==> config.mk <==
export PLATFORM = sky130hd
export DESIGN_NAME = risc16_fetch_ctrl
export DESIGN_NICKNAME = d
export VERILOG_FILES = /design/src/rtl/risc16_pkg.sv /design/src/rtl/risc16_sat_cnt.sv /design/src/rtl/risc16_fetch_ctrl.sv
export SDC_FILE = /design/constraint.sdc
export NUM_CORES = 1
export LEC_CHECK = 0
export CORE_MARGIN = 2
export CORE_UTILIZATION = 30
export CTS_CLUSTER_SIZE = 24
export DETAILED_ROUTE_END_ITERATION = 7
export HOLD_SLACK_MARGIN = 0.06
export PLACE_DENSITY_LB_ADDON = 0.3
export SETUP_SLACK_MARGIN = 0.05
export SLEW_MARGIN = 20
export SYNTH_ARGS = -nofsm -noshare
export SYNTH_HDL_FRONTEND = slang
export SYNTH_SLANG_ARGS = --single-unit
==> constraint.sdc <==
create_clock -name clk -period 3.3 [get_ports clk]
set_input_delay 0.66 -clock clk [delete_from_list [all_inputs] [get_ports clk]]
set_output_delay 0.66 -clock clk [all_outputs]
set_load 0.02 [all_outputs]
==> src/rtl/risc16_pkg.sv <==
// Shared RISC-16 definitions: opcodes, PC-select codes, instruction field helpers.
package risc16_pkg;

    localparam int unsigned XLEN   = 16;
    localparam int unsigned IMM_W  = 7;
    localparam int unsigned OPC_W  = 3;
    localparam int unsigned REG_W  = 3;
    localparam int unsigned SEL_W  = 2;
    localparam int unsigned CNT_W  = 16;

    typedef enum logic [OPC_W-1:0] {
        OP_ADD  = 3'b000,
        OP_ADDI = 3'b001,
        OP_NAND = 3'b010,
        OP_LUI  = 3'b011,
        OP_SW   = 3'b100,
        OP_LW   = 3'b101,
        OP_BEQ  = 3'b110,
        OP_JALR = 3'b111
    } opcode_e;

    // Next-PC select codes, shared with the PC block.
    localparam logic [SEL_W-1:0] PC_SEQ = 2'b00;  // pc + 1
    localparam logic [SEL_W-1:0] PC_BR  = 2'b01;  // pc + 1 + imm7
    localparam logic [SEL_W-1:0] PC_ABS = 2'b10;  // alu_out

    // Most negative 7-bit offset; decrementing it would wrap.
    localparam logic [IMM_W-1:0] IMM_MIN = 7'h40;

    // IF/ID pipeline register payload.
    typedef struct packed {
        logic            valid;
        logic [XLEN-1:0] instr;
        logic [XLEN-1:0] pc;
    } ifid_t;

    function automatic opcode_e opc_of(input logic [XLEN-1:0] instr);
        return opcode_e'(instr[15:13]);
    endfunction

    function automatic logic [REG_W-1:0] rega_of(input logic [XLEN-1:0] instr);
        return instr[12:10];
    endfunction

    function automatic logic [REG_W-1:0] regb_of(input logic [XLEN-1:0] instr);
        return instr[9:7];
    endfunction

    function automatic logic [IMM_W-1:0] imm_of(input logic [XLEN-1:0] instr);
        return instr[6:0];
    endfunction

    function automatic logic [XLEN-1:0] sext_imm(input logic [IMM_W-1:0] imm);
        return {{(XLEN-IMM_W){imm[IMM_W-1]}}, imm};
    endfunction

endpackage

==> src/rtl/risc16_sat_cnt.sv <==
// 16-bit event counter that sticks at all-ones instead of wrapping.
module risc16_sat_cnt
    import risc16_pkg::*;
(
    input  logic             clk,
    input  logic             reset,
    input  logic             inc_en,
    output logic [CNT_W-1:0] cnt
);

    localparam logic [CNT_W-1:0] CNT_MAX = '1;

    logic [CNT_W-1:0] cnt_q;
    logic [CNT_W-1:0] cnt_d;

    // Increment when enabled unless already saturated.
    always_comb begin
        cnt_d = cnt_q;
        if (inc_en && (cnt_q != CNT_MAX)) begin
            cnt_d = cnt_q + CNT_W'(1);
        end
    end

    // Count register, cleared asynchronously.
    always_ff @(posedge clk or negedge reset) begin
        if (!reset) begin
            cnt_q <= '0;
        end else begin
            cnt_q <= cnt_d;
        end
    end

    assign cnt = cnt_q;

endmodule

==> src/rtl/risc16_fetch_ctrl.sv <==
// Fetch-side control: IF/ID register, BEQ/JALR resolution in ID, PC select/offset
// generation and wrong-path kill, plus retire/flush event counters.
module risc16_fetch_ctrl
    import risc16_pkg::*;
(
    input  logic             clk,
    input  logic             reset,
    input  logic [XLEN-1:0]  pc,
    input  logic [XLEN-1:0]  imem_rdata,
    input  logic             rs_eq,
    output logic [SEL_W-1:0] sel,
    output logic [IMM_W-1:0] imm7,
    output logic             tgt_sel,
    output logic [XLEN-1:0]  tgt,
    output logic             id_valid,
    output logic [XLEN-1:0]  id_instr,
    output logic [XLEN-1:0]  id_pc,
    output logic [CNT_W-1:0] retire_cnt,
    output logic [CNT_W-1:0] flush_cnt
);

    ifid_t            ifid_q;
    ifid_t            ifid_d;
    opcode_e          id_opc;
    logic [IMM_W-1:0] id_imm;
    logic             redirect;

    assign id_opc = opc_of(ifid_q.instr);
    assign id_imm = imm_of(ifid_q.instr);

    // Redirect decision from the live ID instruction and the register compare.
    always_comb begin
        redirect = 1'b0;
        if (ifid_q.valid) begin
            case (id_opc)
                OP_BEQ:  redirect = rs_eq;
                OP_JALR: redirect = 1'b1;
                default: redirect = 1'b0;
            endcase
        end
    end

    // PC select and offset; the PC has already moved to id_pc+1, so BR offsets are
    // pre-decremented, and the one offset that cannot be decremented uses the
    // absolute target instead.
    always_comb begin
        sel     = PC_SEQ;
        imm7    = '0;
        tgt_sel = 1'b0;
        if (redirect) begin
            if (id_opc == OP_JALR) begin
                sel = PC_ABS;
            end else if (id_imm == IMM_MIN) begin
                sel     = PC_ABS;
                tgt_sel = 1'b1;
            end else begin
                sel  = PC_BR;
                imm7 = id_imm - IMM_W'(1);
            end
        end
    end

    // Absolute branch target, modulo 2^16.
    assign tgt = ifid_q.pc + XLEN'(1) + sext_imm(id_imm);

    // Next IF/ID contents; the slot fetched during a redirect is killed.
    always_comb begin
        ifid_d.valid = !redirect;
        ifid_d.instr = imem_rdata;
        ifid_d.pc    = pc;
    end

    // IF/ID pipeline register.
    always_ff @(posedge clk or negedge reset) begin
        if (!reset) begin
            ifid_q <= '0;
        end else begin
            ifid_q <= ifid_d;
        end
    end

    assign id_valid = ifid_q.valid;
    assign id_instr = ifid_q.instr;
    assign id_pc    = ifid_q.pc;

    risc16_sat_cnt u_retire_cnt (
        .clk    (clk),
        .reset  (reset),
        .inc_en (ifid_q.valid),
        .cnt    (retire_cnt)
    );

    risc16_sat_cnt u_flush_cnt (
        .clk    (clk),
        .reset  (reset),
        .inc_en (redirect),
        .cnt    (flush_cnt)
    );

endmodule

==> run summary, run 1 <==
The maximum number of pins on one net before global-route repair is between 60 and 70. STA classifies the critical path startpoint as a flip-flop. The initialized floorplan defines 37 standard-cell rows. The fraction of power consumed by the clock network came out at between 20% and 30%. The cell sitting at the root of the clock tree is a clkbuf_8.

After layout, the worst path uses 101% of the clock period. The combinational group share of total power came out at about a third. The share of synthesized area in the top cell type comes to approximately half. The run finished, with violations left. The share of post-route cells with drive strength above 1 is 16.8%. The type of the worst min-delay path is in2async. TritonCTS created 9 clock buffers. The per-cell routed wire length came out at between 10 and 15 um. The post-route antenna net violation count is 0. After layout, the worst setup slack is -0.0270 ns. TritonCTS built the clock tree. The analysis attributes to net switching a power of 0.000837 W.

In this run, synthesis inferred 0 flip-flops with an integrated enable. The switching share of total power is 32.1%. The library cells used most frequently in the layout, excluding fill and tap cells, are 103 x clkdlybuf4s50_1, 65 x dfrtp_1, 35 x buf_4, 31 x nor2_1, 28 x xnor2_1. The design internal power is roughly 0.0018 W. The netlist area before placement came out at ~3200 sq um. The post-layout minimum cycle time came out at roughly 3.3 ns.

The final-report max-slew violation count is 0. The setup TNS after final layout came out at -0.0270 ns. The final reports fail on negative setup slack. From synthesis to final layout, the design area changed by 59.5%. The core occupancy in the finished layout is between 40% and 50%. Detailed placement finished with a half-perimeter wire length of about 6.5 mm.

The final global-route overflow total came out at 0. The placed cell area is between 4000 and 5000 sq um. The part of the Yosys area used for sequential elements came out at about half. By area the synthesized netlist is led by dfrtp_1 51%, xnor2_1 7.7%, ha_1 7.4%. OpenSTA, run right after detailed placement, puts the worst setup slack at -0.269 ns. The number of sinks on the clock net came out at 65. The highest net fanout along the worst path came out at 2. The initial utilization of the core area, before any placement, comes to 30.9%.

The number of hold buffers added after CTS came out at 0. The H-tree generated during clock tree synthesis spans 3 levels. Global routing used approximately 15% of the available tracks across all layers. The critical path in this run is classified as reg2out.

The first-pass GRT wire length came out at ~13 mm. In the synthesized netlist the async set-or-reset flop fraction comes to between 90% and 100%. The final net count came out at between 500 and 600.

The largest total area in the synthesized netlist belongs to dfrtp_1. The worst hold margin is ~0.48 ns. The full die area came out at 11500 sq um. Setup violations remaining at the end of the flow were counted as 2.

The initial antenna violation count came out at 0. The floorplan die width is 107 um. The dominant register cell in the synthesized netlist is dfrtp_1. The clock transition at the registers of the reported paths came out at ~0.080 ns. Leaving out fill and tap cells, the most frequent cell in the layout is clkdlybuf4s50_1. At the pin with the least slew margin, the transition time is approximately 0.83 ns.

Sequential cells burn about two fifths of the power. The count of input and output buffers is approximately 130. Among the stages of the critical path, the cell type that occurs most often is inv_2.

After detailed routing, the number of remaining DRC violations is 0. After synthesis, the mean cell area works out to 10.8 sq um. The via count of the first global-routing pass is between 2000 and 3000. The power per cell area came out at 512 nW/um^2. The synthesis-stage register bit count is 65. The placer congestion estimate is a little over 0.8. The total area inside the core boundary comes to about 10000 sq um. The number of nets produced by synthesis came out at roughly 350.

The largest incremental delay on the critical path is approximately 0.4 ns. Setup repair after global routing could not meet its margin everywhere. The number of cells produced by synthesis is roughly 300. The detailed router placed between 2000 and 3000 vias in this run. The number of different library cells in the post-synthesis netlist came out at 41. Together, buffers and inverters on the worst path number 3. The number of inserted filler cells in the final layout came out at around 940. The critical path capture point type is a primary output. The maximum resistive drop on vdd came out at approximately 0.35 mV. The first-pass iteration count of the detailed router is 4. The summed area of non-filler cells in the final layout came out at 5090 sq um.

The worst slew slack as a fraction of its limit came out at approximately 44%. The number of ports placed on the die boundary came out at around 130. Static timing analysis puts the maximum clock frequency at roughly 300 MHz.

The hold violation total from the final report is 0. The die is 107 um tall. The standard cell with the maximum stage delay on the critical path is dfrtp_1.

The largest buffer count on any clock path came out at 2. The total of warnings raised by yosys is 0. The routed via count divided by cell count came out at roughly 4.7. The leakage power summed over all cells came out at between 2 and 2.5 nW. The clock arrives with between 0.008 and 0.009 ns of skew.

The number of maximum-capacitance constraint violations is 0. The number of antenna cells inserted is 0. For this block, the routed nets add up to 8.55 mm of wire. The kind of cell with the highest combined delay along the critical path is compound AO/OA/AOI/OAI gates.

The data required time of the worst path is approximately 2.6 ns. The arrival time of the worst setup path is roughly 2.7 ns. Walking the worst path, the cells encountered are inv_2 -> ha_4 -> inv_2 -> fa_2 -> a21oi_4 -> o221ai_2 -> a31o_1 -> a221o_1 -> a21oi_2 -> xnor2_1 -> buf_4.

The clock reaches the later pin of the worst-skew pair after 0.34 ns. The initial detailed-routing violation count is 112.
Yosys cell counts, types with 3 or more instances:
cell type,instances
o21ai_0,4
ha_1,19
nand4_1,9
nand2_1,22
inv_1,11
nor2_1,31
and3_1,8
nand3_1,21
a21oi_1,9
nor3_1,3
dfrtp_1,65
nor4_1,3
a21o_1,4
mux2_2,6
nor2b_1,3
xor2_1,15
xnor2_1,28
a21oi_2,3
power by group through the flow:
stage                     Combinational [W]  Sequential, W  Clock, W
after floorplan                    0.000318        0.00112         0
after global placement             0.000847        0.00101         0
after detailed placement           0.000860        0.00101         0
after CTS                          0.000857        0.00100  0.000791
after global routing               0.000914        0.00102  0.000823
final                              0.000849        0.00100  0.000754
metal layers:
metal | track usage (%) | vias up | part of all wire, %
li1 | - | 1374 | -
met1 | 19.7 | 1343 | 44
met2 | 24.4 | 92 | 48
met3 | 3.28 | 9 | 7.0
met4 | 5.57 | 0 | 1.2
met5 | 0 | - | 0
cell type report:
type	instances	area (sq um)	share of cell area [%]
clock inverters	5	78.8	1.55
multi-input cells	218	1560	30.5
repair buffers	159	1480	29.0
clock buffers	11	141	2.78
inverters	11	41.3	0.811
flip-flops and latches	65	1630	31.9
well taps	136	170	3.34
logic make-up (layout without fill, tap and decap cells):
family,Yosys count,after routing,share of synthesized area (%)
XOR/XNOR,43,43,11.8
AO/OA/AOI/OAI,36,36,8.00
adder cells (fa/ha/maj),20,20,8.08
AND/OR/NAND/NOR,112,112,17.2
buffers and inverters,13,186,1.53
flip-flops,65,65,51.0
multiplexers,7,7,2.43
metrics by stage:
stage,cells,total power [W]
CTS,601,0.00265
floorplan,296,0.00144
global placement,580,0.00186
detailed placement,580,0.00187
global route,605,0.00276
finish,605,0.00260
sequential cells by signal, summed over array words and instances, names as in the netlist:
signal and count:
id_instr 16, id_pc 16, id_valid 1, u_flush_cnt.cnt 16
u_retire_cnt.cnt 16
what timing repair did:
action	4_1_cts	5_1_grt
pin swaps	11	3
endpoints found under the setup margin	18	15
buffers inserted	5	4
gates resized for setup	45	18
path summary, 6_finish.rpt:
kind	startpoint	end	slack [ns]	cells after the start
max in group asynchronous	reset	id_pc[10]	2.24	2
hold / removal	reset	id_pc[14]	0.48	2
hold reg to reg	u_flush_cnt.cnt[4]	u_flush_cnt.cnt[4]	0.49	1
setup reg to reg	u_retire_cnt.cnt[0]	u_retire_cnt.cnt[1]	1.56	5
min in group clk	u_flush_cnt.cnt[4]	u_flush_cnt.cnt[4]	0.49	1
setup / recovery	id_pc[0]	tgt[14]	-0.03	11
(Power assumes the default switching activity.)
==> inputs of run 2 (changes only) <==
--- a/config.mk
+++ b/config.mk
@@ -9,6 +9,7 @@
 export CORE_UTILIZATION = 30
 export CTS_CLUSTER_SIZE = 24
 export DETAILED_ROUTE_END_ITERATION = 7
+export GPL_ROUTABILITY_DRIVEN = 0
 export HOLD_SLACK_MARGIN = 0.06
 export PLACE_DENSITY_LB_ADDON = 0.3
 export SETUP_SLACK_MARGIN = 0.05
==> results of run 2 <==
The final DEF is identical to that of run 1; final timing and power are the same.
